`src/rtl/mic_dma_nch_if.sv`:
```
// Avalon-MM single-beat write master bundle used by the mic capture DMA.
interface mic_dma_nch_if #(
  parameter int unsigned ADDR_W = 32,
  parameter int unsigned DATA_W = 32
);
  logic [ADDR_W-1:0]   AM_ADDR;
  logic [2:0]          AM_BURSTCOUNT;
  logic                AM_WRITE;
  logic [DATA_W-1:0]   AM_WRITEDATA;
  logic [DATA_W/8-1:0] AM_BYTEENABLE;
  logic                AM_WAITREQUEST;

  modport master (
    output AM_ADDR, AM_BURSTCOUNT, AM_WRITE, AM_WRITEDATA, AM_BYTEENABLE,
    input  AM_WAITREQUEST
  );

  modport slave (
    input  AM_ADDR, AM_BURSTCOUNT, AM_WRITE, AM_WRITEDATA, AM_BYTEENABLE,
    output AM_WAITREQUEST
  );
endinterface

```
`src/rtl/mic_dma_nch.sv`:
```
// N-channel mic capture DMA: per read_ready frame, walks every channel through the
// mic mux and writes one sample per channel into its contiguous SDRAM buffer.
module mic_dma_nch #(
  parameter int unsigned NUM_CH   = 5,
  parameter int unsigned DATA_W   = 32,
  parameter int unsigned ADDR_W   = 32,
  parameter int unsigned CNT_W    = 32,
  parameter int unsigned SEL_BASE = 1
) (
  input  logic                CLK,
  input  logic                RESET,
  mic_dma_nch_if.master       am,
  input  logic [DATA_W-1:0]   mic_data,
  output logic [2:0]          select,
  input  logic                read_ready,
  input  logic                start,
  input  logic [ADDR_W-1:0]   start_address,
  input  logic [CNT_W-1:0]    number_samples,
  output logic                FINISHED,
  output logic                BUSY,
  output logic                OVERRUN
);

  localparam int unsigned BYTES = DATA_W / 8;
  localparam int unsigned CH_W  = (NUM_CH > 1) ? $clog2(NUM_CH) : 1;

  typedef enum logic [2:0] {
    IDLE,
    WAIT_FRAME,
    SETTLE,
    WRITE,
    FIN
  } state_t;

  state_t            state_q;
  logic [ADDR_W-1:0] base_q;
  logic [ADDR_W-1:0] stride_q;
  logic [ADDR_W-1:0] addr_q;
  logic [CNT_W-1:0]  nsamp_q;
  logic [CNT_W-1:0]  s_q;
  logic [CH_W-1:0]   c_q;
  logic [2:0]        sel_q;
  logic              write_q;
  logic              fin_q;
  logic              busy_q;
  logic              ovr_q;

  logic [ADDR_W-1:0] addr_c;
  logic              last_ch_c;
  logic              last_samp_c;

  // Single shared address path: base + c*stride + s*BYTES, wrapping mod 2^ADDR_W.
  assign addr_c      = base_q + ADDR_W'(c_q) * stride_q + ADDR_W'(s_q) * ADDR_W'(BYTES);
  assign last_ch_c   = (c_q == CH_W'(NUM_CH - 1));
  assign last_samp_c = ((s_q + CNT_W'(1)) == nsamp_q);

  assign am.AM_ADDR        = addr_q;
  assign am.AM_BURSTCOUNT  = 3'd1;
  assign am.AM_WRITE       = write_q;
  assign am.AM_WRITEDATA   = mic_data;
  assign am.AM_BYTEENABLE  = '1;
  assign select            = sel_q;
  assign FINISHED          = fin_q;
  assign BUSY              = busy_q;
  assign OVERRUN           = ovr_q;

  // Capture sequencer; select is 3 bits wide, so codes above 7 wrap.
  always_ff @(posedge CLK) begin
    if (RESET) begin
      state_q  <= IDLE;
      base_q   <= '0;
      stride_q <= '0;
      addr_q   <= '0;
      nsamp_q  <= '0;
      s_q      <= '0;
      c_q      <= '0;
      sel_q    <= 3'(SEL_BASE);
      write_q  <= 1'b0;
      fin_q    <= 1'b0;
      busy_q   <= 1'b0;
      ovr_q    <= 1'b0;
    end else begin
      case (state_q)
        IDLE: begin
          write_q <= 1'b0;
          if (start) begin
            base_q   <= start_address;
            nsamp_q  <= number_samples;
            stride_q <= ADDR_W'(number_samples) * ADDR_W'(BYTES);
            s_q      <= '0;
            c_q      <= '0;
            ovr_q    <= 1'b0;
            if (number_samples == '0) begin
              state_q <= FIN;
              fin_q   <= 1'b1;
              busy_q  <= 1'b0;
            end else begin
              state_q <= WAIT_FRAME;
              fin_q   <= 1'b0;
              busy_q  <= 1'b1;
            end
          end
        end

        WAIT_FRAME: begin
          write_q <= 1'b0;
          if (read_ready) begin
            c_q     <= '0;
            sel_q   <= 3'(SEL_BASE);
            state_q <= SETTLE;
          end
        end

        SETTLE: begin
          if (read_ready) ovr_q <= 1'b1;
          write_q <= 1'b1;
          addr_q  <= addr_c;
          state_q <= WRITE;
        end

        WRITE: begin
          if (read_ready) ovr_q <= 1'b1;
          if (!am.AM_WAITREQUEST) begin
            write_q <= 1'b0;
            if (!last_ch_c) begin
              c_q     <= c_q + CH_W'(1);
              sel_q   <= sel_q + 3'd1;
              state_q <= SETTLE;
            end else begin
              s_q <= s_q + CNT_W'(1);
              if (last_samp_c) begin
                state_q <= FIN;
                fin_q   <= 1'b1;
                busy_q  <= 1'b0;
              end else begin
                state_q <= WAIT_FRAME;
              end
            end
          end
        end

        FIN: begin
          write_q <= 1'b0;
          fin_q   <= 1'b1;
          if (!start) state_q <= IDLE;
        end

        default: begin
          state_q <= IDLE;
          write_q <= 1'b0;
        end
      endcase
    end
  end

endmodule

```
`src/flat_wrapper.sv`:
```
// flat-port wrapper written by rule: the top's interface ports become plain ports
module mic_dma_nch_flat 
#(
  parameter int unsigned NUM_CH   = 5,
  parameter int unsigned DATA_W   = 32,
  parameter int unsigned ADDR_W   = 32,
  parameter int unsigned CNT_W    = 32,
  parameter int unsigned SEL_BASE = 1
)
  (CLK, RESET, mic_data, select, read_ready, start, start_address, number_samples, FINISHED, BUSY, OVERRUN, am_AM_ADDR, am_AM_BURSTCOUNT, am_AM_WRITE, am_AM_WRITEDATA, am_AM_BYTEENABLE, am_AM_WAITREQUEST);
  mic_dma_nch_if #(.ADDR_W(ADDR_W), .DATA_W(DATA_W)) am_i ();
  input  logic CLK;
  input  logic RESET;
  input  logic [DATA_W-1:0] mic_data;
  output logic [2:0] select;
  input  logic read_ready;
  input  logic start;
  input  logic [ADDR_W-1:0] start_address;
  input  logic [CNT_W-1:0] number_samples;
  output logic FINISHED;
  output logic BUSY;
  output logic OVERRUN;
  output wire logic [$bits(am_i.AM_ADDR)-1:0] am_AM_ADDR;
  output wire logic [$bits(am_i.AM_BURSTCOUNT)-1:0] am_AM_BURSTCOUNT;
  output wire logic [$bits(am_i.AM_WRITE)-1:0] am_AM_WRITE;
  output wire logic [$bits(am_i.AM_WRITEDATA)-1:0] am_AM_WRITEDATA;
  output wire logic [$bits(am_i.AM_BYTEENABLE)-1:0] am_AM_BYTEENABLE;
  input wire logic [$bits(am_i.AM_WAITREQUEST)-1:0] am_AM_WAITREQUEST;
  assign am_AM_ADDR = am_i.AM_ADDR;
  assign am_AM_BURSTCOUNT = am_i.AM_BURSTCOUNT;
  assign am_AM_WRITE = am_i.AM_WRITE;
  assign am_AM_WRITEDATA = am_i.AM_WRITEDATA;
  assign am_AM_BYTEENABLE = am_i.AM_BYTEENABLE;
  assign am_i.AM_WAITREQUEST = am_AM_WAITREQUEST;
  mic_dma_nch #(.NUM_CH(NUM_CH), .DATA_W(DATA_W), .ADDR_W(ADDR_W), .CNT_W(CNT_W), .SEL_BASE(SEL_BASE)) u_core (.CLK(CLK), .RESET(RESET), .am(am_i), .mic_data(mic_data), .select(select), .read_ready(read_ready), .start(start), .start_address(start_address), .number_samples(number_samples), .FINISHED(FINISHED), .BUSY(BUSY), .OVERRUN(OVERRUN));
endmodule
```
`config.mk`:
```
export PLATFORM = sky130hd
export DESIGN_NAME = mic_dma_nch_flat
export DESIGN_NICKNAME = d
export VERILOG_FILES = /design/src/rtl/mic_dma_nch_if.sv /design/src/rtl/mic_dma_nch.sv /design/src/flat_wrapper.sv
export SDC_FILE = /design/constraint.sdc
export NUM_CORES = 1
export LEC_CHECK = 0
export BUFFER_PORTS_ARGS = -buffer_cell sky130_fd_sc_hd__buf_2
export CAP_MARGIN = 30
export CORE_ASPECT_RATIO = 0.75
export CORE_MARGIN = 10
export CORE_UTILIZATION = 64
export CTS_CLUSTER_DIAMETER = 30
export DETAILED_ROUTE_END_ITERATION = 7
export PLACE_DENSITY = 0.88
export SYNTH_ARGS = -nofsm -noshare
export SYNTH_HDL_FRONTEND = slang
export SYNTH_SLANG_ARGS = --single-unit
```
`constraint.sdc`:
```
create_clock -name CLK -period 10 [get_ports CLK]
set_input_delay 2 -clock CLK [delete_from_list [all_inputs] [get_ports CLK]]
set_output_delay 2 -clock CLK [all_outputs]
set_load 0.1 [all_outputs]
```
==> out/qor.yml <==
timing:
  drv_slew: 0
  clock.fmax_mhz: 157
  finalCritPeriodShare_pct: 63.6
  rsz0062_at_grt: "false"
  setup_viol: 0
  fin_ws_ns: 3.64
  period_needed_ns: 6.36
  clock_skew_ns: 0.00786
  tightest_slew_ns: 0.980
  totalNegativeSetupSlack_ns: 0
  slew_headroom_pct: 34.7
  hold_violations: 0
global_routing:
  grt_overflow_total: 0
  antenna_found_initial: 1
  grt_start_max_net_pins: 68
  grt_pass1_wl_um: 55200
  grt_use_total_pct: 27.0
  grt_pass1_vias: 10910
place:
  postPlaceCellArea_um2: 12500
  pre_cts_ws_ns: 3.27
  place_inst: 1893
  dp_hpwl_um: 25400
  gp_congestion: 0.948
  io_buffers: 107
critical_path:
  critPathMaxFanout: 32
  critPathKind: "reg -> reg"
  arrival_ns: 6.66
  r2r-end: "u_core.am.AM_ADDR[28]"
  crit_start: "u_core.c_q[1]"
  worst_setup_path_end_kind: "register"
  reg2reg_depth: 23
  r2r_start: "u_core.c_q[1]"
  critical_path.startpoint_type: "register"
  required_ns: 10.31
  r2r_slack_ns: 3.64
synth:
  synth_ff_type: "dfxtp_1"
  yosysSeqAreaShare_pct: 23.1
  synth.most_common_cell: "nand2_1"
  postSynthAreaPerCell_um2: 7.40
  synth_area_um2: 12200
  syn_inst: 1648
  synth_seq_cells: 141
  synth_edf_count: 0
  synth_top_area_share_pct: 23.1
  async_reset_ff_share_pct: 0
  ys_warn_count: 0
  synthTopCellsByCount: "301 x nand2_1, 190 x inv_1, 170 x a21oi_1"
  synthTopCellsByArea: "dfxtp_1 23%, fa_1 9.5%, nand2_1 9.3%"
  yosys.area.top_type: "dfxtp_1"
  synth.distinct_cells: 78
clock_network:
  root_buffer: "clkbuf_16"
  cts_buffer_depth: 2
  postCtsSetupRepairBufs: 0
  cts_tree: "done"
  cts_buffers: 17
  cts.hold.buffers_added: 0
  clkLatencyLatePin_ns: 0.44
  cts.sinks: 141
  cts_resized: 0
  htree_levels: 4
  clkSlewWorstSetupHoldPaths_ns: 0.06
detailed_routing:
  avgViaCountPerCell: 6.05
  drt-initial-drc-count: 1129
  drt-total-wl_um: 34200
  drt-wirelength-per-cell_um: 17.8
  drc_errors: 0
  drt_pass1_iterations: 6
  vias: 11643
  ant_nets: 0
min_path:
  hold_end: "u_core.am.AM_ADDR[19]"
  hp-class: "reg -> reg"
  whs_path_depth: 2
  min_from: "u_core.am.AM_ADDR[19]"
power_and_ir_drop:
  pwr-share-comb_pct: 13.7
  p_leak_nw: 5.69
  powerDensity_nw_per_um2: 119
  p_clk_share_pct: 47.1
  swShare_pct: 28.0
  ir_drop_uv: 87.3
  sequentialPowerShare_pct: 39.2
  power.internal_mw: 1.12
  switchingPower_mw: 0.436
final_layout:
  area_growth_pct: 7.77
  final_nets: 1885
  drive_gt1_share_pct: 10.9
  fin_cells: 1925
  fillers: 1574
  fin_area_um2: 13100
floorplanning:
  core_area_um2: 18600
  start_util_pct: 65.5
  rows: 43
  io_pins: 179
  die_h_um: 140
  die_width_um: 179
  die_area_um2: 25000
outcome:
  run_status: "complete, no violations"
run:
  maxCapViolations: 0
[power by group through the flow]
stage | Clock, mW | Combinational [mW] | Sequential (mW)
floorplan | 0 | 0.195 | 0.636
global placement | 0 | 0.203 | 0.621
detailed placement | 0 | 0.210 | 0.622
CTS | 0.736 | 0.211 | 0.610
global route | 0.762 | 0.232 | 0.613
finish | 0.734 | 0.213 | 0.611
[cell type report]
cell class	count	area, µm²	area share [%]
Inverter	191	717	5.46
Tap cell	247	309	2.35
Antenna cell	1	2.50	0.0190
Clock buffer	20	447	3.40
Clock inverter	10	213	1.62
Sequential cell	141	2820	21.5
Multi-Input combinational cell	1197	7960	60.6
Timing Repair Buffer	118	668	5.08
[routing by layer]
metal / global-route usage [%] / vias to the layer above / share of wire [%]
li1: - / 5548 / -
met5: 0 / - / 0
met2: 43.9 / 510 / 47
met4: 9.99 / 0 / 3.1
met1: 34.4 / 5504 / 43
met3: 5.49 / 81 / 7.7
[worst max path at each step]
stage                                  endpoint  slack [ns]  cells after the start
after floorplan           u_core.am.AM_ADDR[26]        4.10                     24
after global placement    u_core.am.AM_ADDR[26]        3.45                     22
after detailed placement  u_core.am.AM_ADDR[26]        3.27                     22
after CTS                 u_core.am.AM_ADDR[26]        3.24                     22
after global routing      u_core.am.AM_ADDR[29]        3.14                     23
final                     u_core.am.AM_ADDR[28]        3.64                     23
[kinds of logic after synthesis]
family | share of synthesized area (%)
buffers and inverters | 11.9
other | 0.0616
DFF | 23.1
adders and majority gates | 15.7
AOI/OAI and AO/OA | 18.7
muxes | 0.410
xor gates and xnor gates | 5.60
and+or+nand+nor | 24.5
[critical path: stages (launching register included)]
cell,delay (ns)
dfxtp_1,0.31
buf_4,0.32
nand2_1,0.13
fa_1,0.51
inv_1,0.04
ha_1,0.23
fa_1,0.44
a211oi_1,0.33
o21ai_0,0.22
a31o_2,0.30
a31oi_1,0.28
o21bai_1,0.10
a21oi_1,0.18
xor2_1,0.10
fa_1,0.48
inv_1,0.04
ha_1,0.32
nand2_1,0.08
or3_1,0.39
or2_2,0.32
o21a_1,0.20
o21ai_0,0.59
o21a_1,0.19
o211ai_1,0.10
[flip-flops by register name, summed over array words and instances, names as in the netlist]
signal	count
u_core.state_q	3
u_core.OVERRUN	1
u_core.select	3
u_core.BUSY	1
u_core.c_q	3
u_core.base_q	32
u_core.am.AM_WRITE	1
u_core.am.AM_ADDR	32
u_core.nsamp_q	32
u_core.s_q	32
u_core.FINISHED	1
[cell usage in the layout, fill, tap and decap left out, types with 27 or more instances in the layout]
| cell type | Yosys | routed |
|---|---|---|
| nor3_1 | 33 | 32 |
| buf_2 | 5 | 106 |
| dfxtp_1 | 141 | 141 |
| nand3_1 | 38 | 38 |
| nand4_1 | 27 | 27 |
| fa_1 | 58 | 58 |
| a21oi_1 | 170 | 170 |
| xnor2_1 | 43 | 43 |
| o21ai_0 | 65 | 65 |
| xor2_1 | 35 | 35 |
| inv_1 | 190 | 190 |
| nand2_1 | 301 | 301 |
| ha_1 | 60 | 60 |
| nor2_1 | 85 | 83 |
[through the flow]
stage,util [%],total power [mW],hold slack (ns)
finish,70.6,1.56,0.446
global route,70.6,1.61,0.472
CTS,70.4,1.56,0.449
detailed placement,66.9,0.832,0.440
global placement,66.7,0.824,0.435
floorplan,-,0.831,0.432
(Power assumes the default switching activity.)
